==> config.mk <==
export PLATFORM = sky130hd
export DESIGN_NAME = if_fetch_buffer
export DESIGN_NICKNAME = d
export VERILOG_FILES = /design/src/rtl/if_fetch_buffer.sv
export SDC_FILE = /design/constraint.sdc
export NUM_CORES = 1
export LEC_CHECK = 0
export ABC_AREA = 1
export BUFFER_PORTS_ARGS = -buffer_cell sky130_fd_sc_hd__buf_2
export CAP_MARGIN = 30
export CORE_MARGIN = 2
export CORE_UTILIZATION = 53
export DETAILED_ROUTE_END_ITERATION = 7
export PLACE_DENSITY = 0.89
export SLEW_MARGIN = 25
export SYNTH_ARGS = -nofsm -noshare
export SYNTH_HDL_FRONTEND = slang
export SYNTH_SLANG_ARGS = --single-unit
==> constraint.sdc <==
create_clock -name clk -period 5.15 [get_ports clk]
set_input_delay 1.03 -clock clk [delete_from_list [all_inputs] [get_ports clk]]
set_output_delay 1.03 -clock clk [all_outputs]
set_load 0.1 [all_outputs]
==> src/rtl/if_fetch_buffer.sv <==
// if_fetch_buffer
//   Instruction-fetch stage sitting between the PC generator and the IF/ID boundary.
//   An address offered by the PC stage is sent to the instruction ROM. The ROM has a
//   one-cycle registered read, so the word returns on the next cycle. It is paired with
//   its PC and queued in a DEPTH-entry FIFO. The FIFO head goes to decode through a
//   valid/ready handshake.
//
//   An offer is accepted only when a slot is guaranteed for it. The check counts both
//   the queued entries and the fetch still in flight. A pop in the same cycle does not
//   free a slot for that cycle's offer. Because of this, a returning word always finds
//   room and the FIFO can never overflow.
//
//   Flush discards all queued entries and the in-flight fetch. No new request is issued
//   in the flush cycle.
//
// Ports
//   clk       rising-edge clock
//   rst       asynchronous active-low reset
//   pc_ce     PC stage offers pc_addr this cycle
//   pc_addr   address offered by PC stage
//   pc_stall  offer not accepted; PC stage must hold pc_addr
//   rom_ce    ROM read request (combinational)
//   rom_addr  ROM read address (equals pc_addr)
//   rom_data  ROM word, valid the cycle after rom_ce
//   flush     discard queued and in-flight fetches
//   id_ready  decode accepts head entry
//   id_valid  head entry valid
//   id_pc     PC of head entry (0 when empty)
//   id_inst   instruction of head entry (0 when empty)

module if_fetch_buffer #(
    parameter int unsigned DEPTH  = 2,
    parameter int unsigned ADDR_W = 32,
    parameter int unsigned DATA_W = 32
) (
    input  logic              clk,
    input  logic              rst,
    input  logic              pc_ce,
    input  logic [ADDR_W-1:0] pc_addr,
    output logic              pc_stall,
    output logic              rom_ce,
    output logic [ADDR_W-1:0] rom_addr,
    input  logic [DATA_W-1:0] rom_data,
    input  logic              flush,
    input  logic              id_ready,
    output logic              id_valid,
    output logic [ADDR_W-1:0] id_pc,
    output logic [DATA_W-1:0] id_inst
);

    localparam int unsigned PTR_W = (DEPTH > 1) ? $clog2(DEPTH) : 1;
    // One extra bit so that a count of exactly DEPTH is representable.
    localparam int unsigned CNT_W = PTR_W + 1;
    localparam logic [CNT_W-1:0] DEPTH_C = CNT_W'(DEPTH);

    logic [ADDR_W-1:0] pc_mem   [DEPTH];
    logic [DATA_W-1:0] inst_mem [DEPTH];

    logic [PTR_W-1:0]  rd_ptr;
    logic [PTR_W-1:0]  wr_ptr;
    logic [CNT_W-1:0]  count;
    logic              inflight;
    logic [ADDR_W-1:0] req_pc;

    logic [CNT_W-1:0]  occupancy;
    logic              accept;
    logic              push;
    logic              pop;

    // Handshake and credit decode
    always_comb begin
        occupancy = count + {{(CNT_W-1){1'b0}}, inflight};
        // Gating with rst keeps rom_ce/pc_stall low while reset is held, even with no clock.
        accept    = rst & pc_ce & ~flush & (occupancy < DEPTH_C);
        // A word returning during a flush belongs to a squashed fetch.
        push      = inflight & ~flush;
        pop       = id_valid & id_ready;
    end

    always_comb begin
        rom_ce   = accept;
        rom_addr = pc_addr;
        pc_stall = rst & pc_ce & ~accept & ~flush;
        id_valid = (count != '0);
        id_pc    = id_valid ? pc_mem[rd_ptr] : '0;
        id_inst  = id_valid ? inst_mem[rd_ptr] : '0;
    end

    // Control state
    always_ff @(posedge clk or negedge rst) begin
        if (!rst) begin
            rd_ptr   <= '0;
            wr_ptr   <= '0;
            count    <= '0;
            inflight <= 1'b0;
            req_pc   <= '0;
        end else begin
            inflight <= accept;
            if (accept) begin
                req_pc <= pc_addr;
            end

            if (flush) begin
                // Realigning the read pointer to the write pointer empties the queue.
                // No write happens this cycle, so wr_ptr stays where it is.
                count  <= '0;
                rd_ptr <= wr_ptr;
            end else begin
                if (push) begin
                    wr_ptr <= wr_ptr + PTR_W'(1);
                end
                if (pop) begin
                    rd_ptr <= rd_ptr + PTR_W'(1);
                end
                case ({push, pop})
                    2'b10:   count <= count + CNT_W'(1);
                    2'b01:   count <= count - CNT_W'(1);
                    default: count <= count;
                endcase
            end
        end
    end

    // Entry storage. It needs no reset because id_valid masks unwritten slots.
    always_ff @(posedge clk) begin
        if (push) begin
            pc_mem[wr_ptr]   <= req_pc;
            inst_mem[wr_ptr] <= rom_data;
        end
    end

    // Credit accounting guarantees that a returning word never lands on a full queue.
    assert property (@(posedge clk) disable iff (!rst) !(push && (count == DEPTH_C)))
        else $error("if_fetch_buffer: push into full queue");

    assert property (@(posedge clk) disable iff (!rst) count <= DEPTH_C)
        else $error("if_fetch_buffer: count exceeds DEPTH");

endmodule

==> results of run 1 <==
[state kept, by name (all words and copies together) (netlist names)]
register  count
wr_ptr        1
req_pc       32
rd_ptr        1
inflight      1
count         2
pc_mem       64
inst_mem     64
[through the flow]
stage / total power [mW] / hold slack [ps]
2_1_floorplan: 2.262 / 442.4
3_3_place_gp: 2.394 / 449.3
3_5_place_dp: 2.423 / 454.6
4_1_cts: 3.642 / 469.7
5_1_grt: 3.759 / 481.9
6_report: 3.614 / 468.8
[kinds of logic after synthesis]
group           count (synthesis)  synth area share [%]
simple gates                  251                 15.13
flops                         165                 73.01
xor+xnor                        2                0.2682
buf+inv                        66                 6.512
compound gates                 66                 5.076
[cell usage in the layout, fill, tap and decap left out]
cell	Yosys	layout
buf_2	8	167
a21oi_1	65	65
clkinv_2	0	2
nor2_1	4	2
nor2_8	1	1
nand2_2	3	3
dfrtp_2	0	1
clkinvlp_4	0	4
edfxtp_1	128	128
inv_1	6	5
a31oi_1	1	1
inv_4	1	3
nand4_1	1	1
nand3_1	5	5
bufinv_16	0	2
xor2_1	2	2
nand3_4	1	1
buf_4	32	4
clkbuf_8	0	3
nand2_1	236	236
clkbuf_1	9	4
nor2_4	0	2
clkbuf_16	0	17
dfrtp_1	37	36
[critical path: stages]
cell,delay [ps]
buf_2,110
inv_1,180
nand3_4,140
nor2_8,450
buf_2,520
[where the power goes]
part / internal [mW] / switching (mW) / leakage [nW] / total (mW)
sequential: 1.54 / 0.0490 / 1.62 / 1.59
combinational: 0.134 / 0.667 / 1.53 / 0.801
clock: 0.751 / 0.471 / 0.272 / 1.22
total: 2.43 / 1.19 / 3.43 / 3.61
[cells in the mapped netlist]
cell        n  share of area [%]
nand3_1     5               0.38
nand3_4     1               0.27
a21oi_1    65                5.0
nor2_1      4               0.23
nand2_2     3               0.29
inv_4       1              0.096
inv_1       6               0.34
xor2_1      2               0.27
dfrtp_1    37                 14
buf_2       8               0.61
a31oi_1     1              0.096
nand2_1   236                 14
inv_2       1              0.057
edfxtp_1  128                 59
buf_1       3               0.17
clkbuf_1    9               0.52
nand4_1     1              0.096
buf_6       6                1.0
nor2_8      1               0.31
buf_4      32                3.7
[how the worst max path moves through the flow]
stage / end / slack, ps
floorplan: inst_mem[0][0] / 620
CTS: rom_ce / 1670
global route: rom_ce / 1570
global placement: rom_ce / 1740
detailed placement: rom_ce / 1680
finish: rom_ce / 1670
[area by class of cell]
| type | count | area, um2 | share of cell area (%) |
|---|---|---|---|
| Timing Repair Buffer | 171 | 865.8 | 11.11 |
| Tap cell | 147 | 183.9 | 2.360 |
| Multi-Input combinational cell | 319 | 1353 | 17.36 |
| Clock buffer | 24 | 481.7 | 6.182 |
| Inverter | 8 | 37.54 | 0.4817 |
| Sequential cell | 165 | 4771 | 61.22 |
| Clock inverter | 8 | 100.1 | 1.285 |
[per-layer routing]
| layer | part of all wire, % | up-vias |
|---|---|---|
| met5 | 0 | - |
| met4 | 1.5 | 0 |
| met3 | 6.4 | 20 |
| met2 | 51 | 176 |
| met1 | 41 | 2040 |
| li1 | - | 2079 |
==> summary.md, run 1 <==
| Metric | Value |
|---|---|
| RSZ-0062 raised after global routing | no |
| Grt ovf | 0 |
| Port-buffer cells | 167 |
| Fin Clk Skew | 4.486 ps |
| Placed instance count | 810 |
| Worst Tran Pin Value | 889.6 ps |
| GRT Resource Usage Total | 20.05% |
| Yosys reg bits | 165 |
| CTS sink count | 165 |
| Hold path cells | 0 |
| Post-Synthesis Net Count | 619 |
| Via density | 5.125 |
| H-tree depth | 4 |
| Starting Density | 54.39% |
| Final setup violation count | 0 |
| Worst min path class | reg -> reg |
| Final Hold Viols | 0 |
| Met2 usage | 35.33% |
| Seq/Total Area, Yosys | 73.01% |
| Reg clk slew, reported paths | 60 ps |
| Hold Buf Count CTS | 0 |
| Number of fill cells | 938 |
| First-pass GRT wire length | 20020 um |
| Root Buffer | clkbuf_16 |
| Hold worst-path end | pc_mem[0][22] |
| Core Util, Final | 64.88% |
| Wirelength per Cell | 15.50 um |
| Total Wirelength | 13050 um |
| Status | completed |
| Post-DP Area | 0.007211 mm2 |
| Fin worst setup slack | 1674 ps |
| Fin area | 0.007792 mm2 |
| Fmax | 287.7 MHz |
| Dpl ws | 1681 ps |
| Busiest layer in global routing | met2 |
| Drt drc | 0 |
| Die ar. | 0.01323 mm2 |
| Post-CTS setup repair buffer count | 0 |
| Hold Crit Start | req_pc[22] |
| Reg-to-Reg End | inst_mem[1][24] |
| Initial antenna violation count | 0 |
| Share of cells above drive strength 1 | 30.22% |
| Met1 Usage GRT | 23.23% |
| Ys Warns | 0 |
| TritonRoute pass-1 iters | 4 |
| Largest net degree at the start of global routing | 66 |
| Final GP Congestion | 0.7696 |
| Crit path from | flush |
| Cts repair resizes | 0 |
| Number of global-route vias before repair | 4226 |
| Cells after Synth | 550 |
| Post-Layout Cell Count | 842 |
| HPWL Detailed | 8080 um |
| Slew HR | 40.55% |
| Setup CP Type | in -> out |
| Via count | 4315 |
| Leak pwr | 3.426 nW |
| Die Y | 115.0 um |
| Synth cell types | 20 |
| Fin. max-slew vios | 0 |
| Synthesized area | 0.006533 mm2 |
| Iter 0 DRT Violations | 366 |
| Final period utilization | 67.49% |
| R2R cell count | 3 |
| Clock insertion delay at the later pin of the skew report | 410 ps |
| ANT cells | 0 |
| FF-to-FF Start | inflight |
| Syn Area/Cell | 11.88 um2 |
| Row cnt | 40 |
| Max VDD drop | 0.2650 mV |
| Crit path time final | 3476 ps |
| Worst R2R Setup Slack | 2870 ps |
| CTS Buf Count | 17 |
| P per Cell Area | 463.8 mW/mm2 |
| Core Region | 0.01201 mm2 |
| DIE WIDTH | 115.0 um |
| Clock Path Buffers | 2 |
| WP data required | 4120 ps |
| Crit path capture type | primary output |
| I/O pin count | 168 |
| CTS tree | done |
| Crit path max fanout | 35 |
| Worst Setup Start Kind | input pin |
| Max-cap violations | 0 |
| Critical Path AT | 2450 ps |
| Met3 usage | 5.324% |
| Post-DRT Antenna Nets | 0 |
| Setup TNS | 0 ps |
| Final net count | 751 |
| P&R area growth vs syn | 19.29% |
No activity file was read; power rests on OpenSTA's default activity.
==> inputs of run 2 (changes only) <==
--- a/config.mk
+++ b/config.mk
@@ -5,13 +5,13 @@
 export SDC_FILE = /design/constraint.sdc
 export NUM_CORES = 1
 export LEC_CHECK = 0
-export ABC_AREA = 1
+export ABC_AREA = 0
 export BUFFER_PORTS_ARGS = -buffer_cell sky130_fd_sc_hd__buf_2
 export CAP_MARGIN = 30
 export CORE_MARGIN = 2
-export CORE_UTILIZATION = 53
+export CORE_UTILIZATION = 48
 export DETAILED_ROUTE_END_ITERATION = 7
-export PLACE_DENSITY = 0.89
+export PLACE_DENSITY = 0.85
 export SLEW_MARGIN = 25
 export SYNTH_ARGS = -nofsm -noshare
 export SYNTH_HDL_FRONTEND = slang
==> constraint.sdc (replaced) <==
create_clock -name clk -period 2.9 [get_ports clk]
set_input_delay 0.58 -clock clk [delete_from_list [all_inputs] [get_ports clk]]
set_output_delay 0.58 -clock clk [all_outputs]
set_load 0.1 [all_outputs]
==> run 2 against run 1 <==
Area after synthesis up 1.4%. Critical path depth down 1. Clock-buffer cell count down 4. Setup slack worse by 1400 ps. Final cell count down 13%. Worst hold slack worse by 230 ps. Global-route usage down 3.3 points. Synthesized cell count down 27%. Largest cell class unchanged.
==> summary.md, run 2 <==
| Metric | Value |
|---|---|
| Syn Area/Cell | 16.57 um2 (+39%) |
| Synth cell types | 26 (+30%) |
| GRT Resource Usage Total | 16.72% (-3.3 points) |
| Cell-internal power | 4.651 mW (+92%) |
| ANT cells | 0 (unchanged) |
| Footprint of the multi-input gates | 0.001535 mm2 (+14%) |
| Dpl ws | 328.3 ps (-1352 ps) |
| Share of cells above drive strength 1 | 43.93% (+14 points) |
| P per Cell Area | 793.7 mW/mm2 (+71%) |
| Most common library cell in the layout ignoring fill and taps | buf_2 |
| P&R area growth vs syn | 22.70% |
| Synthesized area | 0.006626 mm2 (+1.4%) |
| Via density | 4.920 (-4.0%) |
| Via count | 3621 (-16%) |
| Clk pwr share | 35.7% (+1.9 points) |
| R2R cell count | 4 (+1) |
| Largest net degree at the start of global routing | 66 (unchanged) |
| Crit path capture type | primary output |
| CTS tree | done |
| Max VDD drop | 0.5238 mV (+98%) |
| Final GP Congestion | 0.6983 (-9.3%) |
| Number of synthesized flops with an enable pin | 128 (unchanged) |
| Final net count | 616 (-18%) |
| Final setup violation count | 0 (unchanged) |
| Fin. max-slew vios | 0 (unchanged) |
| Ys Warns | 0 (unchanged) |
| RSZ-0062 raised after global routing | no |
| Top cells by count, synth | 128 x edfxtp_1, 67 x nor2_1, 65 x mux2i_1 |
| Die ar. | 0.01476 mm2 (+12%) |
| NetSw | 1.802 mW (+52%) |
| Crit path time final | 2593 ps |
| Iter 0 DRT Violations | 225 (-39%) |
| Critical Path AT | 2010 ps (-440 ps) |
| Max-cap violations | 0 (unchanged) |
| Fin Clk Skew | 6.078 ps (+1.593 ps) |
| Core Region | 0.01335 mm2 (+11%) |
| Ys flop type | edfxtp_1 |
| Initial antenna violation count | 0 (unchanged) |
| CTS Buf Count | 17 (unchanged) |
| Worst Tran Pin Value | 698.2 ps (-191.4 ps) |
| Row cnt | 42 (+5.0%) |
| Crit path max fanout | 65 (+86%) |
| Post-Synthesis Net Count | 469 (-24%) |
| Setup TNS | 0 ps (unchanged) |
| Status | completed |
| Grt ovf | 0 (unchanged) |
| Leak pwr | 3.413 nW (-0.37%) |
| Top Registers | inst_mem x64, pc_mem x64, req_pc x32 |
| Worst min path class | in -> async |
| Sw Ratio | 27.93% (-4.9 points) |
| Final period utilization | 89.43% |
| Yosys top cell by area | edfxtp_1 |
| Clock insertion delay at the later pin of the skew report | 420 ps (about the same) |
| Top-area cell type share of the netlist area | 58.01% (-0.83 points) |
| Post-DRT Antenna Nets | 0 (unchanged) |
| Number of global-route vias before repair | 3628 (-14%) |
| Fmax | 385.6 MHz |
| HPWL Detailed | 7516 um (-7.0%) |
| Most frequent cell after synthesis | edfxtp_1 |
| Reg clk slew, reported paths | 60 ps (about the same) |
| I/O pin count | 168 (unchanged) |
| TritonRoute pass-1 iters | 4 (unchanged) |
| CTS sink count | 165 (unchanged) |
| Final Hold Viols | 0 (unchanged) |
| Seq/Total Area, Yosys | 71.98% (-1.0 points) |
| H-tree depth | 4 (unchanged) |
| Port-buffer cells | 167 (unchanged) |
| Drt drc | 0 (unchanged) |
| Total Wirelength | 11970 um (-8.3%) |
| Fin worst setup slack | 306.6 ps (-1367 ps) |
| Clock Path Buffers | 2 (unchanged) |
| Wirelength per Cell | 16.26 um (+4.9%) |
| DIE WIDTH | 121.5 um (+5.6%) |
| Area contributors post-synth | edfxtp_1 58%, dfrtp_1 14%, mux2i_1 9.8% |
| Cts repair resizes | 0 (unchanged) |
| Number of fill cells | 1006 (+7.2%) |
| Starting Density | 49.64% (-4.7 points) |
| Most frequent cells in the layout | 165 x buf_2, 128 x edfxtp_1, 65 x mux2i_1, 64 x nor2_1, 36 x dfrtp_1 |
| Root Buffer | clkbuf_16 |
| Yosys reg bits | 165 (unchanged) |
| Slew HR | 53.41% (+13 points) |
| Async SR Flop Fraction | 22.42% (unchanged) |
| Combinational Power Share | 19.8% (-2.4 points) |
| Worst Setup Start Kind | flip-flop |
| Setup CP Type | reg -> out |
| Seq pwr share | 44.5% (+0.5 points) |
| Hold Buf Count CTS | 0 (unchanged) |
| Cells after Synth | 400 (-27%) |
| Register area | 0.004773 mm2 (about the same) |
| Die Y | 121.5 um (+5.6%) |
| First-pass GRT wire length | 18210 um (-9.1%) |
| WP data required | 2320 ps (-1800 ps) |
==> run 2: final timing paths <==
path / from / endpoint / slack, ps
min in group clk: rom_data[26] / inst_mem[0][26] / 350
worst min register to register: req_pc[4] / pc_mem[1][4] / 470
max in group asynchronous: rst / rd_ptr / 2270
worst min-delay path: rst / req_pc[13] / 240
worst max-delay path: rd_ptr / id_inst[31] / 310
worst max register to register: count[0] / req_pc[3] / 820
==> run 2: kinds of logic (layout without fill, tap and decap cells) <==
kind of cell | count (synthesis) | in the layout | share of synthesized area, %
flops | 165 | 165 | 71.98
mux | 97 | 97 | 16.90
simple gates | 75 | 76 | 4.796
buf+inv | 53 | 212 | 5.287
compound gates | 8 | 8 | 0.7742
xor+xnor | 2 | 2 | 0.2644
==> run 2: worst max-delay path: stages (launching register included) <==
cell,delay (ps)
dfrtp_4,410
buf_12,360
mux2i_1,140
nor2_1,140
buf_2,450
==> run 2: cell type report <==
cell class	instances	area share (%)
flip-flops and latches	165	58.71
multi-input cells	183	18.88
repair buffers	176	11.94
clock buffers	20	5.371
well taps	176	2.709
clock inverters	12	2.201
inverters	4	0.1847
==> run 2: metrics by stage <==
step	hold WS [ps]	total power, mW	utilization [%]	cell area [um2]	cells
2_1_floorplan	284.4	3.967	-	6626	400
3_3_place_gp	446.5	4.173	56.14	7493	701
3_5_place_dp	463.5	4.206	56.14	7493	701
4_1_cts	252.5	6.513	60.80	8115	734
5_1_grt	266.7	6.690	60.91	8130	736
6_report	239.4	6.453	60.91	8130	736
==> run 2: power by group through the flow <==
| stage | Sequential, mW | Combinational (mW) | Clock, mW |
|---|---|---|---|
| 6_report | 2.87 | 1.28 | 2.30 |
| 5_1_grt | 2.89 | 1.35 | 2.45 |
| 4_1_cts | 2.87 | 1.29 | 2.34 |
| 3_5_place_dp | 2.92 | 1.29 | 0 |
| 3_3_place_gp | 2.90 | 1.27 | 0 |
| 2_1_floorplan | 2.88 | 1.09 | 0 |
==> run 2: routing by layer <==
metal  wire length [um]  share of wire, %  track usage, %  vias up
met5                  0                 0               0        -
met4                213               1.8           6.537        0
met1               5176                43           20.82     1752
met3                790               6.6           4.793       16
met2               5790                48           27.70      141
li1                   -                 -               -     1712
==> run 2: repair_timing <==
item,in CTS,in global routing
setup endpoints to repair,33,33
gates cloned,1,0
setup buffers,0,2
pin swaps,1,1
